[config.mk]
export PLATFORM = sky130hd
export DESIGN_NAME = uart_rxd_fifo
export DESIGN_NICKNAME = d
export VERILOG_FILES = /design/src/rtl/uart_rxd_fifo.sv
export SDC_FILE = /design/constraint.sdc
export NUM_CORES = 1
export LEC_CHECK = 0
export CAP_MARGIN = 20
export CORE_AREA = 2 2 118 120
export DETAILED_ROUTE_END_ITERATION = 16
export DIE_AREA = 0 0 120 122
export REMOVE_ABC_BUFFERS = 1
export SETUP_SLACK_MARGIN = 0.05
export SYNTH_ARGS = -nofsm -noshare
export SYNTH_HDL_FRONTEND = slang
export SYNTH_SLANG_ARGS = --single-unit
[constraint.sdc]
create_clock -name clk -period 5.2 [get_ports clk]
set_input_delay 1.04 -clock clk [delete_from_list [all_inputs] [get_ports clk]]
set_output_delay 1.04 -clock clk [all_outputs]
set_load 0.005 [all_outputs]
[src/rtl/uart_rxd_fifo.sv]
// UART receiver (8N1, mid-bit sampling) feeding a circular byte FIFO with a
// registered head output and sticky overrun / framing-error flags.
module uart_rxd_fifo #(
    parameter int CLKDIV     = 208,
    parameter int DEPTH_LOG2 = 3
) (
    input  logic                  clk,
    input  logic                  reset_n,
    input  logic                  rxd,
    input  logic                  rd,
    input  logic                  clr,
    output logic [7:0]            q,
    output logic                  avail,
    output logic [7:0]            status,
    output logic [DEPTH_LOG2:0]   count
);

    localparam int TW    = $clog2(CLKDIV);
    localparam int DEPTH = 1 << DEPTH_LOG2;
    localparam logic [TW-1:0]       HALF_LOAD  = TW'(CLKDIV / 2 - 1);
    localparam logic [TW-1:0]       FULL_LOAD  = TW'(CLKDIV - 1);
    localparam logic [DEPTH_LOG2:0] FULL_COUNT = {1'b1, {DEPTH_LOG2{1'b0}}};
    localparam logic [DEPTH_LOG2:0] ONE_COUNT  = (DEPTH_LOG2 + 1)'(1);

    typedef enum logic [2:0] {IDLE, START, DATA, STOP, BREAK} rx_state_t;

    logic [1:0]            sync_reg;
    logic                  rs;
    rx_state_t             state_reg, state_next;
    logic [TW-1:0]         timer_reg, timer_next;
    logic [7:0]            shift_reg, shift_next;
    logic [2:0]            bit_reg, bit_next;
    logic                  push_reg, push_next;
    logic                  ferr_set;

    logic [7:0]            mem [DEPTH];
    logic [DEPTH_LOG2-1:0] rd_ptr_reg, wr_ptr_reg, rd_ptr_inc;
    logic [DEPTH_LOG2:0]   count_reg;
    logic [7:0]            q_reg;
    logic                  overrun_reg, ferr_reg;
    logic                  do_pop, do_push, overrun_set;

    assign rs = sync_reg[1];

    always_ff @(posedge clk) begin
        if (!reset_n) begin
            sync_reg  <= 2'b11;
            state_reg <= IDLE;
            timer_reg <= '0;
            shift_reg <= '0;
            bit_reg   <= '0;
            push_reg  <= 1'b0;
        end else begin
            sync_reg  <= {sync_reg[0], rxd};
            state_reg <= state_next;
            timer_reg <= timer_next;
            shift_reg <= shift_next;
            bit_reg   <= bit_next;
            push_reg  <= push_next;
        end
    end

    always_comb begin
        state_next = state_reg;
        timer_next = (timer_reg != '0) ? timer_reg - 1'b1 : timer_reg;
        shift_next = shift_reg;
        bit_next   = bit_reg;
        push_next  = 1'b0;
        ferr_set   = 1'b0;
        case (state_reg)
            IDLE: begin
                if (!rs) begin
                    timer_next = HALF_LOAD;
                    state_next = START;
                end
            end
            START: begin
                if (timer_reg == '0) begin
                    if (rs) begin
                        state_next = IDLE;
                    end else begin
                        timer_next = FULL_LOAD;
                        bit_next   = '0;
                        state_next = DATA;
                    end
                end
            end
            DATA: begin
                if (timer_reg == '0) begin
                    shift_next = {rs, shift_reg[7:1]};
                    timer_next = FULL_LOAD;
                    bit_next   = bit_reg + 1'b1;
                    if (bit_reg == 3'd7) state_next = STOP;
                end
            end
            STOP: begin
                // shift_reg holds the byte through the push cycle; nothing
                // touches it again until the next frame's first data sample.
                if (timer_reg == '0) begin
                    if (rs) begin
                        push_next  = 1'b1;
                        state_next = IDLE;
                    end else begin
                        ferr_set   = 1'b1;
                        state_next = BREAK;
                    end
                end
            end
            BREAK: begin
                if (rs) state_next = IDLE;
            end
            default: state_next = IDLE;
        endcase
    end

    assign do_pop      = rd && (count_reg != '0);
    assign do_push     = push_reg && ((count_reg != FULL_COUNT) || do_pop);
    assign overrun_set = push_reg && (count_reg == FULL_COUNT) && !do_pop;
    assign rd_ptr_inc  = rd_ptr_reg + 1'b1;

    always_ff @(posedge clk) begin
        if (do_push) mem[wr_ptr_reg] <= shift_reg;
    end

    always_ff @(posedge clk) begin
        if (!reset_n) begin
            rd_ptr_reg  <= '0;
            wr_ptr_reg  <= '0;
            count_reg   <= '0;
            q_reg       <= '0;
            overrun_reg <= 1'b0;
            ferr_reg    <= 1'b0;
        end else begin
            if (do_push) wr_ptr_reg <= wr_ptr_reg + 1'b1;
            if (do_pop)  rd_ptr_reg <= rd_ptr_inc;
            case ({do_push, do_pop})
                2'b10:   count_reg <= count_reg + 1'b1;
                2'b01:   count_reg <= count_reg - 1'b1;
                default: count_reg <= count_reg;
            endcase
            // The new head is the incoming byte whenever it lands in a slot
            // that becomes the head this same cycle, so bypass the RAM there.
            if (do_pop)
                q_reg <= (do_push && count_reg == ONE_COUNT) ? shift_reg : mem[rd_ptr_inc];
            else if (do_push && count_reg == '0)
                q_reg <= shift_reg;
            overrun_reg <= overrun_set | (overrun_reg & ~clr);
            ferr_reg    <= ferr_set | (ferr_reg & ~clr);
        end
    end

    assign q      = q_reg;
    assign count  = count_reg;
    assign avail  = (count_reg != '0);
    assign status = {5'b0, overrun_reg, ferr_reg, avail};

endmodule

* Word level (Yosys, flattened, before mapping)
Memory sizes are Yosys's and may differ from the RTL's. Cells that the tools add are included.
Word-level totals: register bits after elaboration 45, bits in writable memories 64, bits of input ports 5, logic and storage cells 90, memories 1
Operators by class: $add $sub $neg 6, equal/unequal tests 17, mux-type cells 29, bitwise gates (word level) 5, reductions and logical operators 20
Memories:
- mem | depth 8, width 8, rd ports 1, clocked after memory_dff 0, write ports 1, RTL line 36 | logic [7:0] mem [DEPTH];
Operators by type and width (count):
- $mux W8 | 8
- $mux W3 | 10
- $pmux W8 S3 | 1
- $pmux W3 S5 | 1
- $ne A2 B2 Y1 const B | 7
- $add A3 B1 Y3 const B | 3
- $logic_not A8 Y1 | 1
- $pmux W4 S2 | 1
- $reduce_bool A8 Y1 | 1
- $sub A8 B1 Y8 const B | 1
- $eq A3 B2 Y1 const B | 2
- $eq A3 B3 Y1 const B | 2
- $logic_and A1 B1 Y1 | 6
- $mux W1 | 6
- $pmux W3 S2 | 1
- $reduce_and A6 Y1 | 1
- $reduce_bool A2 Y1 | 3
- $add A4 B1 Y4 const B | 1
- $eq A4 B1 Y1 const B | 1
- $eq A4 B4 Y1 const B | 1
- $logic_not A4 Y1 | 1
- $ne A4 B4 Y1 const B | 1
- $reduce_and A4 Y1 | 1
- $reduce_bool A4 Y1 | 1
- 13 further kinds | 15

* Longest topological paths before layout
depth after elaboration 7, mapped depth 11, depth with buffers taken out 10

* Worst setup path after synthesis
Ideal clock, no wire load.
kind input port to flip-flop, start in rd, end reg count_reg[3], in the netlist count[3], setup time 0.128 ns, data arrival time 2.900 ns, data required time 5.072 ns, path slack 2.172 ns, stages 8, cells stage by stage clkbuf_1 > nand4bb_1 > nand2_1 > ha_1 > or4b_2 > a21oi_1 > xnor2_1 > nor2_1
Between the ends: word-level cells in the longest chain between the ends 5
Ends and longest elaborated chain:
- from (decl) | RTL line 10 | input logic rd,
- $logic_and A1 B1 Y1 * | RTL line 116 | assign do_pop = rd && (count_reg != '0);
- $logic_or A1 B1 Y1 | RTL line 117 | assign do_push = push_reg && ((count_reg != FULL_COUNT) || do_pop);
- $logic_and A1 B1 Y1 | RTL line 117
- $eq A2 B1 Y1 or $eq A2 B2 Y1 (tied branches) | RTL line 136 | case ({do_push, do_pop})
- $pmux W4 S2 or $reduce_bool A2 Y1 (tied branches)
- to (signal assigned) | RTL line 137 | 2'b10: count_reg <= count_reg + 1'b1;
- to (signal assigned) | RTL line 138 | 2'b01: count_reg <= count_reg - 1'b1;
- to (signal assigned) | RTL line 139 | default: count_reg <= count_reg;
- to (decl) | RTL line 38 | logic [DEPTH_LOG2:0] count_reg;
Mark *: on every way between the ends. The rest lies on a longest branch, timed or not. A chain may end at the register's enable or synchronous reset.

* Worst setup path in the final report
Same ends and word-level chain as after synthesis.

==> impl_metrics.env <==
export IMPL_grt_usage=0.1282
export IMPL_finalHoldViolCount=0
export IMPL_cts_tree="yes"
export IMPL_synth_area_um2=4617
export IMPL_power_w=0.002392
export IMPL_yosys_warnings=0
export IMPL_synthXorXnorAreaFrac=0.02466
export IMPL_nNetsFinal=383
export IMPL_status="completed"
export IMPL_largest_register_ffs=64
export IMPL_crit_path_end="count[3]"
export IMPL_wl_um=8795
export IMPL_synth_edf_count=64
export IMPL_clk_latency_ps=340
export IMPL_stdcell_area_um2=5320
export IMPL_p_leak_nw=1.891
export IMPL_endpoint_kind="flip-flop"
export IMPL_path_class="in2reg"
export IMPL_timing_rr_start="count[0]"
export IMPL_root_buffer="clkbuf_16"
export IMPL_drt_iter0_drc=164
export IMPL_reg2reg_slack_ps=2510
export IMPL_dp_hpwl_um=6052
export IMPL_cts_hold_buf=0
export IMPL_core_area_um2=13500
export IMPL_synth_top_family_by_area="simple AND/OR/NAND/NOR gates"
export IMPL_met3_usage=0.03277
export IMPL_peakVddDrop_mv=0.2677
export IMPL_grt_pass1_wl_um=14300
export IMPL_gp_congestion=0.7430
export IMPL_synthAdderAreaFrac=0.02981
export IMPL_syn2layout_area_growth_pct=15.23
export IMPL_hold_path_depth=1
export IMPL_critPathMaxFanout=8
export IMPL_worst_pin_slew_ps=1049
export IMPL_synth_seq_area_share=0.6114
export IMPL_synthesis_instances=344
export IMPL_rsz0062_at_grt="false"
export IMPL_power_density_nw_per_um2=449.6
export IMPL_cts_setup_buffers=0
export IMPL_cts_resized=0
export IMPL_synth_mux_area_frac=0.1043
export IMPL_first_pass_iters=4
export IMPL_grtUsageMet2=0.2145
export IMPL_drc=0
export IMPL_skew_ps=10.18
export IMPL_cts_path_max_buffers=2
export IMPL_grt_pass1_vias=2713
export IMPL_layout_min_cycle_time_ps=3302
export IMPL_cp_start_kind="input pin"
export IMPL_cts_sinks=109
export IMPL_synth_simple_area_share=0.1098
export IMPL_overflow=0
export IMPL_r2r_cells=10
export IMPL_ys_async_sr_fraction=0
export IMPL_ios=26
export IMPL_fin_crit_sh=0.6350
export IMPL_grt_max_degree=25
export IMPL_dieHeight_um=122
export IMPL_io_buffers=20
export IMPL_crit_start="rd"
export IMPL_syn_avg_cell_area_um2=13.42
export IMPL_fin_tns_setup_ps=0
export IMPL_ant_nets=0
export IMPL_place_area_um2=4989
export IMPL_via_count=2711
export IMPL_clk_pin_slew_worst_paths_ps=70
export IMPL_routedWlPerCell_um=15.93
export IMPL_top_register="mem"
export IMPL_start_util=0.3419
export IMPL_timing_slew_headroom=0.2988
export IMPL_grtUsageMet1=0.1619
export IMPL_synth_cell_types=50
export IMPL_top_usage_layer="met2"
export IMPL_synth_compound_area_frac=0.08266
export IMPL_die_area_um2=14640
export IMPL_die_w_um=120
export IMPL_hold_class="reg2reg"
export IMPL_synth_area_leader_cell="edfxtp_1"
export IMPL_vias_per_cell=4.911
export IMPL_reg2reg_to="count[3]"
export IMPL_critPathRequiredTime_ps=5430
export IMPL_rows=43
export IMPL_report_final_slew_viol_count=0
export IMPL_setup_viol_count_final=0
export IMPL_antenna_cells=0
export IMPL_ys_flop_type="edfxtp_1"
export IMPL_antenna_found_initial=0
export IMPL_drive_gt1_frac=0.1344
export IMPL_fmax_ghz=0.3029
export IMPL_numCtsBuffers=9
export IMPL_synth_top_area_share=0.4163
export IMPL_ys_top_cells_by_area="edfxtp_1 (42%), dfxtp_1 (20%), mux4_2 (7.8%), a22oi_1 (3.1%), ha_1 (3.0%)"
export IMPL_ys_ff_latch=109
export IMPL_cts_max_level=3
export IMPL_utilization=0.3940
export IMPL_cp_arrival_ps=3530
export IMPL_max_cap_violations=0
## placed cells by master (no fill, tap or decap), types with 7 or more instances in the layout
cell type         n
edfxtp_1         64
dfxtp_1          45
nor2_1           27
nand2_1          24
clkdlybuf4s50_1  20
a22oi_1          19
mux4_2           16
mux2i_1          11
ha_1             11
inv_1            10
a21oi_1           9
clkbuf_16         9
nand3_1           8
nor3_1            8
xor2_1            8
o21ai_0           7
buf_4             7
## Yosys cell counts (2+ instances only)
library cell,count
ha_1,11
a211oi_1,4
o22ai_1,3
mux4_2,16
o2bb2ai_1,2
nor2_1,27
xor2_1,8
mux2i_1,11
o21ai_0,7
nand2b_1,6
buf_2,6
clkbuf_1,7
nand3_1,8
nor4_1,5
nor3_1,8
dfxtp_1,45
nor3b_1,3
and2_1,3
xnor2_1,5
inv_1,10
edfxtp_1,64
a21oi_1,9
buf_4,8
a22oi_1,19
nand2_1,24
## how the worst min path moves through the flow
stage | from | to | slack [ps]
after floorplan | sync_reg[0] | sync_reg[1] | 390
after global placement | sync_reg[0] | sync_reg[1] | 390
after detailed placement | sync_reg[0] | sync_reg[1] | 400
after CTS | sync_reg[0] | sync_reg[1] | 410
after global routing | sync_reg[0] | sync_reg[1] | 430
final | sync_reg[0] | sync_reg[1] | 410
## routing by layer
| layer | share of wire | wire, um | vias to the layer above |
|---|---|---|---|
| li1 | - | - | 1327 |
| met1 | 0.46 | 4074 | 1338 |
| met2 | 0.50 | 4384 | 36 |
| met3 | 0.027 | 238 | 10 |
| met4 | 0.011 | 97 | 0 |
| met5 | 0 | 0 | - |
## area by class of cell
class,count,area (um2)
Tap cell,180,225.2
Clock inverter,6,77.57
Clock buffer,10,229.0
Multi-Input combinational cell,205,1640
Fill cell,1270,8184
Timing Repair Buffer,30,277.8
Inverter,12,47.55
Sequential cell,109,2823
## kinds of logic (layout without fill, tap and decap cells)
group           after synthesis  in the layout
compound gates               53             53
xor+xnor                     13             13
fa+ha+maj                    11             11
buf+inv                      34             58
flops                       109            109
mux                          28             28
other cells                   1              5
simple gates                 95             95
## stage by stage
step / worst slack [ps] / hold WS, ps / std cells
finish: 1898 / 409.7 / 552
global route: 1738 / 428.3 / 552
CTS: 1911 / 413.9 / 549
detailed placement: 1539 / 397.8 / 533
global placement: 1597 / 394.3 / 533
floorplan: 2384 / 386.3 / 326
## report_power, final
group	switching (W)	total, W	internal (W)	leakage, nW
Combinational	0.000328	0.000672	0.000344	0.786
Sequential	0.0000625	0.00102	0.000962	0.958
Clock	0.000312	0.000695	0.000383	0.147
Total	0.000702	0.00239	0.00169	1.89
## critical path, stage by stage
cell	delay, ps
clkdlybuf4s50_1	580
nand4bb_1	380
nand2_1	280
ha_1	280
or4b_2	590
a21oi_1	190
xnor2_1	130
nor2_1	50
Power figures use the tool's default switching activity.
